==> config.mk <==
export PLATFORM = sky130hd
export DESIGN_NAME = ssd1306_frame_scheduler_flat
export DESIGN_NICKNAME = d
export VERILOG_FILES = /design/src/rtl/ssd1306_pkg.sv /design/src/rtl/ssd1306_frame_scheduler_if.sv /design/src/rtl/ssd1306_frame_scheduler.sv /design/src/flat_wrapper.sv
export SDC_FILE = /design/constraint.sdc
export NUM_CORES = 1
export LEC_CHECK = 0
export CAP_MARGIN = 15
export CELL_PAD_IN_SITES_DETAIL_PLACEMENT = 2
export CELL_PAD_IN_SITES_GLOBAL_PLACEMENT = 2
export CORE_MARGIN = 5
export CORE_UTILIZATION = 25
export CTS_CLUSTER_DIAMETER = 100
export DETAILED_ROUTE_END_ITERATION = 8
export PLACE_DENSITY = 0.67
export RECOVER_POWER = 50
export SLEW_MARGIN = 20
export SYNTH_ARGS = -nofsm -noshare
export SYNTH_HDL_FRONTEND = slang
export SYNTH_SLANG_ARGS = --single-unit
==> constraint.sdc <==
create_clock -name clk_in -period 3.1 [get_ports clk_in]
set_input_delay 0.31 -clock clk_in [delete_from_list [all_inputs] [get_ports clk_in]]
set_output_delay 0.31 -clock clk_in [all_outputs]
set_load 0.05 [all_outputs]
==> src/rtl/ssd1306_pkg.sv <==
// Shared types for the SSD1306 frame scheduler: the scheduler state encoding,
// the default frame size and the byte type used on the framebuffer and driver buses.
// No ports; imported with `import ssd1306_pkg::*`.
package ssd1306_pkg;

  // A 128x32 panel at 1 bpp holds 128*32/8 bytes.
  localparam int FRAME_BYTES_DEFAULT = 512;

  typedef logic [7:0] byte_t;

  // One frame walks SYNC -> (FETCH, LOAD, WRITE)* -> DONE. The *_ACK/*_WAIT pairs
  // follow the driver's ready line down (strobe accepted) and back up (byte or
  // sync fully shifted out).
  typedef enum logic [3:0] {
    S_IDLE       = 4'd0,
    S_SYNC       = 4'd1,
    S_SYNC_ACK   = 4'd2,
    S_SYNC_WAIT  = 4'd3,
    S_FETCH      = 4'd4,
    S_LOAD       = 4'd5,
    S_WRITE      = 4'd6,
    S_WRITE_ACK  = 4'd7,
    S_WRITE_WAIT = 4'd8,
    S_DONE       = 4'd9
  } state_e;

endpackage

==> src/rtl/ssd1306_frame_scheduler_if.sv <==
// Framebuffer-read and display-driver signals of the SSD1306 frame scheduler.
// Latency: framebuffer data returns one cycle after fb_rd_stb_out.
// Backpressure: the driver paces every strobe with drv_ready_in.
// Signals: fb_addr_out/fb_rd_stb_out/fb_data_in (framebuffer read port),
//          drv_data_out/drv_write_stb_out/drv_sync_stb_out/drv_ready_in (driver).
// Modports: master = scheduler side, slave = framebuffer/driver side.
interface ssd1306_frame_scheduler_if
  import ssd1306_pkg::*;
#(
  parameter int ADDR_W = $clog2(FRAME_BYTES_DEFAULT)
);

  logic [ADDR_W-1:0] fb_addr_out;
  logic              fb_rd_stb_out;
  byte_t             fb_data_in;
  byte_t             drv_data_out;
  logic              drv_write_stb_out;
  logic              drv_sync_stb_out;
  logic              drv_ready_in;

  modport master (
    output fb_addr_out,
    output fb_rd_stb_out,
    input  fb_data_in,
    output drv_data_out,
    output drv_write_stb_out,
    output drv_sync_stb_out,
    input  drv_ready_in
  );

  modport slave (
    input  fb_addr_out,
    input  fb_rd_stb_out,
    output fb_data_in,
    input  drv_data_out,
    input  drv_write_stb_out,
    input  drv_sync_stb_out,
    output drv_ready_in
  );

endinterface

==> src/rtl/ssd1306_frame_scheduler.sv <==
// Streams one framebuffer of FRAME_BYTES bytes to an SSD1306 driver per refresh request.
// Latency: frame starts the cycle a request meets enable+ready; each byte costs fetch, load, write plus driver busy time.
// Backpressure: every sync/write strobe waits for drv_ready_in to fall and rise again; extra requests are counted as drops.
// Ports: clk_in, rstn_in (async active-low), enable_in, refresh_tick_in,
//        bus (framebuffer + driver, master modport), busy_out, frame_done_out, drop_cnt_out.
module ssd1306_frame_scheduler
  import ssd1306_pkg::*;
#(
  parameter int FRAME_BYTES = FRAME_BYTES_DEFAULT,
  parameter int ADDR_W      = $clog2(FRAME_BYTES)
) (
  input  logic                             clk_in,
  input  logic                             rstn_in,
  input  logic                             enable_in,
  input  logic                             refresh_tick_in,
  ssd1306_frame_scheduler_if.master        bus,
  output logic                             busy_out,
  output logic                             frame_done_out,
  output logic [7:0]                       drop_cnt_out
);

  localparam logic [ADDR_W-1:0] LAST_ADDR = ADDR_W'(FRAME_BYTES - 1);

  state_e            state_q;
  state_e            state_d;
  logic [ADDR_W-1:0] addr_q;
  byte_t             data_q;
  logic              pending_q;
  logic [7:0]        drop_q;

  logic              start;
  logic              last_addr;
  logic              addr_step;

  // A frame starts only from idle with a request outstanding (held or arriving now).
  assign start     = (state_q == S_IDLE) && (pending_q || refresh_tick_in)
                     && enable_in && bus.drv_ready_in;
  assign last_addr = (addr_q == LAST_ADDR);
  // The counter stops at the last byte so it can never wrap inside a frame.
  assign addr_step = (state_q == S_WRITE_WAIT) && bus.drv_ready_in && !last_addr;

  // ---------------------------------------------------------------------------
  // Next-state logic
  // ---------------------------------------------------------------------------
  always_comb begin
    state_d = state_q;
    case (state_q)
      S_IDLE:       if (start) state_d = S_SYNC;
      S_SYNC:       state_d = S_SYNC_ACK;
      S_SYNC_ACK:   if (!bus.drv_ready_in) state_d = S_SYNC_WAIT;
      S_SYNC_WAIT:  if (bus.drv_ready_in) state_d = S_FETCH;
      S_FETCH:      state_d = S_LOAD;
      S_LOAD:       state_d = S_WRITE;
      S_WRITE:      state_d = S_WRITE_ACK;
      S_WRITE_ACK:  if (!bus.drv_ready_in) state_d = S_WRITE_WAIT;
      S_WRITE_WAIT: begin
        if (bus.drv_ready_in) begin
          state_d = last_addr ? S_DONE : S_FETCH;
        end
      end
      S_DONE:       state_d = S_IDLE;
      default:      state_d = S_IDLE;
    endcase
  end

  always_ff @(posedge clk_in or negedge rstn_in) begin
    if (!rstn_in) begin
      state_q <= S_IDLE;
    end else begin
      state_q <= state_d;
    end
  end

  // ---------------------------------------------------------------------------
  // Framebuffer address and driver data registers
  // ---------------------------------------------------------------------------
  always_ff @(posedge clk_in or negedge rstn_in) begin
    if (!rstn_in) begin
      addr_q <= '0;
    end else if (state_q == S_SYNC) begin
      addr_q <= '0;
    end else if (addr_step) begin
      addr_q <= addr_q + ADDR_W'(1);
    end
  end

  // Read data arrives the cycle after the fetch strobe, i.e. during S_LOAD; the
  // captured byte then stays put through the write handshake and beyond.
  always_ff @(posedge clk_in or negedge rstn_in) begin
    if (!rstn_in) begin
      data_q <= 8'h00;
    end else if (state_q == S_LOAD) begin
      data_q <= bus.fb_data_in;
    end
  end

  // ---------------------------------------------------------------------------
  // Refresh request bookkeeping
  // ---------------------------------------------------------------------------
  // When a frame starts, the outstanding request is consumed. If it was an older
  // held request and a fresh tick lands in that same cycle, the fresh tick becomes
  // the new held request (one follow-up frame). A tick that itself triggers the
  // start is consumed and leaves nothing behind. Any other tick seen while a
  // request is already held has nowhere to go and is counted as dropped.
  always_ff @(posedge clk_in or negedge rstn_in) begin
    if (!rstn_in) begin
      pending_q <= 1'b0;
      drop_q    <= 8'h00;
    end else begin
      if (start) begin
        pending_q <= pending_q && refresh_tick_in;
      end else if (refresh_tick_in) begin
        pending_q <= 1'b1;
      end

      if (refresh_tick_in && pending_q && !start && (drop_q != 8'hFF)) begin
        drop_q <= drop_q + 8'd1;
      end
    end
  end

  // ---------------------------------------------------------------------------
  // Outputs: strobes decode straight from the state register, so a reset forces
  // them low in the same cycle it is asserted.
  // ---------------------------------------------------------------------------
  assign bus.fb_addr_out       = addr_q;
  assign bus.fb_rd_stb_out     = (state_q == S_FETCH);
  assign bus.drv_data_out      = data_q;
  assign bus.drv_sync_stb_out  = (state_q == S_SYNC);
  assign bus.drv_write_stb_out = (state_q == S_WRITE);
  assign busy_out              = (state_q != S_IDLE);
  assign frame_done_out        = (state_q == S_DONE);
  assign drop_cnt_out          = drop_q;

endmodule

==> src/flat_wrapper.sv <==
// flat-port wrapper written by rule: the top's interface ports become plain ports
module ssd1306_frame_scheduler_flat import ssd1306_pkg::*;
#(
  parameter int FRAME_BYTES = FRAME_BYTES_DEFAULT,
  parameter int ADDR_W      = $clog2(FRAME_BYTES)
)
  (clk_in, rstn_in, enable_in, refresh_tick_in, busy_out, frame_done_out, drop_cnt_out, bus_fb_addr_out, bus_fb_rd_stb_out, bus_fb_data_in, bus_drv_data_out, bus_drv_write_stb_out, bus_drv_sync_stb_out, bus_drv_ready_in);
  ssd1306_frame_scheduler_if #(.ADDR_W(ADDR_W)) bus_i ();
  input  logic clk_in;
  input  logic rstn_in;
  input  logic enable_in;
  input  logic refresh_tick_in;
  output logic busy_out;
  output logic frame_done_out;
  output logic [7:0] drop_cnt_out;
  output wire logic [$bits(bus_i.fb_addr_out)-1:0] bus_fb_addr_out;
  output wire logic [$bits(bus_i.fb_rd_stb_out)-1:0] bus_fb_rd_stb_out;
  input wire logic [$bits(bus_i.fb_data_in)-1:0] bus_fb_data_in;
  output wire logic [$bits(bus_i.drv_data_out)-1:0] bus_drv_data_out;
  output wire logic [$bits(bus_i.drv_write_stb_out)-1:0] bus_drv_write_stb_out;
  output wire logic [$bits(bus_i.drv_sync_stb_out)-1:0] bus_drv_sync_stb_out;
  input wire logic [$bits(bus_i.drv_ready_in)-1:0] bus_drv_ready_in;
  assign bus_fb_addr_out = bus_i.fb_addr_out;
  assign bus_fb_rd_stb_out = bus_i.fb_rd_stb_out;
  assign bus_i.fb_data_in = bus_fb_data_in;
  assign bus_drv_data_out = bus_i.drv_data_out;
  assign bus_drv_write_stb_out = bus_i.drv_write_stb_out;
  assign bus_drv_sync_stb_out = bus_i.drv_sync_stb_out;
  assign bus_i.drv_ready_in = bus_drv_ready_in;
  ssd1306_frame_scheduler #(.FRAME_BYTES(FRAME_BYTES), .ADDR_W(ADDR_W)) u_core (.clk_in(clk_in), .rstn_in(rstn_in), .enable_in(enable_in), .refresh_tick_in(refresh_tick_in), .bus(bus_i), .busy_out(busy_out), .frame_done_out(frame_done_out), .drop_cnt_out(drop_cnt_out));
endmodule
==> out/metrics.csv, run 1 <==
metric,value,unit
outcome,"complete, but fails checks",
failing checks,"capacitance limit, slew limit",
critical path's top delay family,buffers and inverters,
initial antenna violation count,0,
clock buffer depth,2,
power per cell area,997,mW/mm2
final setup skew,0.00459,ns
crit path launch,u_core.state_q[1],
placed cell area,0.00200,mm2
Fin. Hold Viols,0,
Post-CTS Hold Buffers,0,
met1 wire length,1770,um
share of power burned in registers,32.3,%
synthesized net count,154,
setup violators final,0,
"EDFF count, synth",0,
cell with the most instances after synthesis,dfrtp_1,
met2 wire len,2170,um
post-route setup TNS,0,ns
GRT Util Overall,12.4,%
drt first pass iters,3,
first-pass GRT wire length,7270,um
Net Sw Power,960,uW
fin crit share,89.5,%
drt total wl,4270,um
fraction of layout cells with a size suffix above 1,10.4,%
synth unique cells,40,
critical path's largest stage delay,0.85,ns
P&R area growth vs syn,39.0,%
RSZ-0062 raised after global routing,false,
Worst Tran Pin Value,1.69,ns
crit-path max FO,9,
worst hold start,u_core.bus.drv_data_out[7],
DIE WIDTH,87.8,um
Die Y,87.8,um
Clk network pwr share,19.3,%
Syn Area/Cell,11.0,um2
area of the die,0.00771,mm2
Post-Syn Instances,138,
clk slew on worst S/H paths,0.06,ns
"Top FF cell, synth",dfrtp_1,
Max Used Layer,met4,
startpoint types,flop,
critical path class,reg -> out,
Setup WS post-layout,0.324,ns
WL/cell,16.5,um
final core utilization,35.7,%
Slew headroom,-12.7,%
CTS Buf Count,5,
vias in the first global route,1485,
Post-synth top cells,"dfrtp_1, nand2_1, xor2_1",
async set or reset register ratio after synthesis,100,%
Worst Setup End Kind,output pin,
"Design Area, Final",0.00210,mm2
CTS H-tree depth,2,
CP Cell Sequence,nand2b_1 -> or3_1 -> inv_1 -> clkdlybuf4s50_1,
synthesized area,0.00151,mm2
Pins Over Slew Limit,31,
postcts setup bufs,0,
Max VDD drop,0.000547,V
worst hold path class,reg -> reg,
WL met3,251,um
Seq cells post-synth,30,
Port Buf Inserts,42,
Core Footprint,0.00589,mm2
Starting Density,25.7,%
DR vias/cell,4.83,
r2r setup slk,0.86,ns
"Gates resized, CTS repair",0,
Post-DRT Antenna Nets,0,
nets,199,
max cap viols,1,
Achievable Freq,360,MHz
grt total ovfl,0,
"Arr. time, crit path",2.47,ns
largest net degree at the start of global routing,31,
root buffer cell,clkbuf_8,
synth top area cells,"dfrtp_1, mux2_2, xor2_1, nand2_1, ha_1",
DRC violations left,0,
n_diodes,0,
Worst EP required,2.79,ns
placer congestion estimate,0.763,
logic gate share of total power,48.4,%
dpl ws,0.573,ns
Worst path slowest cell,clkdlybuf4s50_1,
Bufs and invs on worst path,2,
total power,2.10,mW
1st-iter DRT viols,38,
sequential fraction of the synthesis area,49.6,%
r2r startpoint,u_core.bus.fb_addr_out[2],
area share of the largest cell type after synthesis,49.6,%
Sw Share,45.8,%
dpl hpwl,3240,um
Synthesis Warnings,0,
internal power,1.14,mW
dominant cell type by area after synthesis,dfrtp_1,
Cell Rows,28,
fin crit period,2.78,ns
vias,1247,
I/O Pins,43,
TritonCTS clock tree,yes,
static leakage,0.879,nW
later-pin clock latency in the skew report,0.28,ns
Clock Sinks,30,
kinds of logic after synthesis:
logic type | after synthesis | share of synthesized area [%]
simple gates | 58 | 22.3
flops | 30 | 49.6
compound gates | 17 | 7.78
mux | 12 | 9.10
xor+xnor | 9 | 5.21
buf+inv | 8 | 2.89
fa+ha+maj | 4 | 3.14
path summary, 6_finish.rpt:
check	end	cells past startpoint
hold / removal	u_core.bus.drv_data_out[7]	1
setup reg to reg	u_core.bus.fb_addr_out[4]	8
min in group asynchronous	u_core.bus.fb_addr_out[2]	2
setup / recovery	bus_drv_sync_stb_out	4
max in group asynchronous	u_core.drop_cnt_out[7]	2
hold reg to reg	u_core.bus.drv_data_out[7]	1
cell type report:
type                            count  area, um2
Tap cell                           75       93.8
Inverter                            3       11.3
Timing Repair Buffer               43        424
Sequential cell                    30        751
Multi-Input combinational cell    100        709
Clock buffer                        6       82.6
Fill cell                         651       3780
Clock inverter                      1       30.0
sequential cells by signal (all words and copies together), names as in the netlist:
signal and count:
u_core.pending_q 1, u_core.drop_cnt_out 8, u_core.bus.fb_addr_out 9, u_core.state_q 4, u_core.bus.drv_data_out 8
power by group through the flow:
stage,clock network (mW),registers (mW),logic [mW]
2_1_floorplan,0,0.967,0.409
3_3_place_gp,0,0.670,1.02
3_5_place_dp,0,0.687,1.04
4_1_cts,0.420,0.682,1.05
5_1_grt,0.440,0.701,1.07
6_report,0.405,0.676,1.01
placed cells by master, fill, tap and decap left out, types with 2 or more instances in the layout:
master / instances
a21oi_1: 4
a31oi_1: 3
and2_1: 2
and3_1: 4
clkbuf_8: 6
clkdlybuf4s50_1: 35
dfrtp_1: 30
dlygate4sd3_1: 7
ha_1: 3
inv_1: 2
mux2_1: 3
mux2_2: 7
nand2_1: 11
nand2b_1: 3
nand3_1: 7
nand4_1: 6
nor2_1: 8
nor2b_1: 3
nor3_1: 4
nor4b_1: 2
o21ai_0: 4
or3_1: 3
xor2_1: 8
per-layer routing:
metal / vias to the layer above / global-route usage, %
met2: 33 / 22.3
met4: 0 / 3.91
li1: 583 / -
met3: 8 / 4.14
met5: - / 0
met1: 623 / 13.7
worst reg2reg max path, cell delays in order, from the launching register on:
cell     delay, ns
dfrtp_1       0.43
and4_1        0.24
nand2_1       0.10
nor2_1        0.06
ha_1          0.20
nor2b_1       0.43
nand3_1       0.22
or3_1         0.35
a21oi_1       0.14
through the flow:
step / hold WS (ns) / cells
after floorplan: 0.0144 / 138
after global placement: 0.473 / 251
after detailed placement: 0.487 / 251
after CTS: 0.439 / 258
after global routing: 0.526 / 258
final: 0.486 / 258
No activity file was read; power rests on OpenSTA's default activity.
==> inputs of run 2 (changes only) <==
- clock period: 3.1 -> 3.2 ns (I/O delays scaled with it)
==> out/metrics.csv, run 2 (synthesized netlist as in run 1, its figures left out) <==
metric,value,unit,change
outcome,"complete, but fails checks",,
failing checks,"capacitance limit, slew limit",,
first-pass GRT wire length,7360,um,+1.1%
Slew headroom,-14.3,%,-1.6 points
hold endpoint,u_core.bus.drv_data_out[7],,
worst hold start,u_core.bus.drv_data_out[7],,
max cap viols,1,,unchanged
reg2reg path depth,8,,unchanged
Pins Over Slew Limit,31,,unchanged
vias,1236,,-0.88%
GRT Util Overall,12.6,%,+0.27 points
power per cell area,974,mW/mm2,-2.4%
max reg flops,9,,unchanged
placer congestion estimate,0.763,,unchanged
post-route setup TNS,0,ns,unchanged
dpl hpwl,3330,um,+3.0%
Clock Sinks,30,,unchanged
r2r startpoint,u_core.bus.fb_addr_out[2],,
DR vias/cell,4.79,,-0.88%
n_diodes,0,,unchanged
Port Buf Inserts,42,,unchanged
I/O Pins,43,,unchanged
fraction of layout cells with a size suffix above 1,9.29,%,-1.1 points
fin crit period,2.74,ns,
clock buffer depth,2,,unchanged
DRC violations left,0,,unchanged
initial antenna violation count,0,,unchanged
P&R area growth vs syn,38.0,%,
Post-CTS Hold Buffers,0,,unchanged
CTS H-tree depth,2,,unchanged
fin crit share,85.6,%,
placed cell area,0.00200,mm2,unchanged
Die Y,87.8,um,unchanged
Cell Rows,28,,unchanged
drt total wl,4340,um,+1.6%
final setup skew,0.00499,ns,+0.000402 ns
WL/cell,16.8,um,+1.6%
crit-path max FO,9,,unchanged
setup violators final,0,,unchanged
critical path class,reg -> out,,
root buffer cell,clkbuf_8,,
RSZ-0062 raised after global routing,false,,
"Design Area, Final",0.00209,mm2,-0.66%
TritonCTS clock tree,yes,,
Worst Setup End Kind,output pin,,
cell count of the worst hold path,1,,unchanged
Starting Density,25.7,%,unchanged
later-pin clock latency in the skew report,0.28,ns,about the same
Fin. Hold Viols,0,,unchanged
Achievable Freq,365,MHz,
CTS Buf Count,5,,unchanged
drt first pass iters,3,,unchanged
postcts setup bufs,0,,unchanged
fill count,652,,+0.15%
"most common cell after layout, fill and taps aside",clkdlybuf4s50_1,,
static leakage,0.873,nW,-0.64%
most frequent cells in the layout,"clkdlybuf4s50_1, dfrtp_1, nand2_1, nor2_1, xor2_1",,
vias in the first global route,1448,,-2.5%
DIE WIDTH,87.8,um,unchanged
startpoint types,flop,,
Max VDD drop,0.000430,V,-21%
Worst EP required,2.88,ns,+0.09 ns
"Arr. time, crit path",2.42,ns,-0.05 ns
Core Footprint,0.00589,mm2,unchanged
area of the die,0.00771,mm2,unchanged
critical path's largest stage delay,0.84,ns,about the same
Worst Tran Pin Value,1.71,ns,+0.0238 ns
r2r setup slk,0.95,ns,+0.09 ns
clk slew on worst S/H paths,0.07,ns,about the same
nets,199,,unchanged
1st-iter DRT viols,40,,+5.3%
Worst path slowest cell,clkdlybuf4s50_1,,
"Gates resized, CTS repair",0,,unchanged
total power,2.03,mW,-3.0%
final core utilization,35.5,%,-0.23 points
CP Cell Sequence,nand2b_1 -> or3_1 -> inv_1 -> clkdlybuf4s50_1,,
Post-DRT Antenna Nets,0,,unchanged
worst hold path class,reg -> reg,,
grt total ovfl,0,,unchanged
largest net degree at the start of global routing,31,,unchanged
capturing point of the worst reg2reg path,u_core.bus.fb_addr_out[4],,
-- run 2: worst max path at each step --
stage               slack, ns  cells after the start                       from                        end
finish                   0.46                      4          u_core.state_q[1]       bus_drv_sync_stb_out
global route             0.31                      4          u_core.state_q[1]       bus_drv_sync_stb_out
CTS                      0.40                      4          u_core.state_q[1]       bus_drv_sync_stb_out
detailed placement       0.71                      4          u_core.state_q[1]       bus_drv_sync_stb_out
global placement         0.75                      4          u_core.state_q[1]       bus_drv_sync_stb_out
floorplan                1.01                      9  u_core.bus.fb_addr_out[2]  u_core.bus.fb_addr_out[4]
-- run 2: cell type report --
type	count	area (um2)	area share (%)
Multi-Input combinational cell	100	696	33.3
Tap cell	75	93.8	4.49
Clock inverter	1	30.0	1.44
Clock buffer	6	82.6	3.95
Inverter	3	11.3	0.539
Timing Repair Buffer	43	424	20.3
Sequential cell	30	751	35.9
-- run 2: per-layer routing --
layer	vias to the layer above	part of all wire, %	GRT usage, %
li1	577	-	-
met1	622	40	13.8
met2	31	53	23.5
met3	6	5.5	3.76
met4	0	1.3	3.77
met5	-	0	0
-- run 2: metrics by stage --
| stage | worst slack, ns | instances | hold slack, ns |
|---|---|---|---|
| 6_report | 0.461 | 258 | 0.494 |
| 5_1_grt | 0.308 | 258 | 0.521 |
| 4_1_cts | 0.400 | 258 | 0.453 |
| 3_5_place_dp | 0.709 | 251 | 0.487 |
| 3_3_place_gp | 0.754 | 251 | 0.473 |
| 2_1_floorplan | 1.01 | 138 | 0.0244 |
-- run 2: critical path, delay by kind of cell, from the launching register on --
kind | cells | cell delay, ns
buf+inv | 2 | 1.04
simple gates | 2 | 0.61
flops | 1 | 0.48
-- run 2: where the power goes --
part           internal, mW  switching [mW]  total, mW
Combinational         0.354           0.630      0.985
Clock                 0.249           0.147      0.396
Sequential            0.502           0.150      0.653
Total                  1.11           0.928       2.03
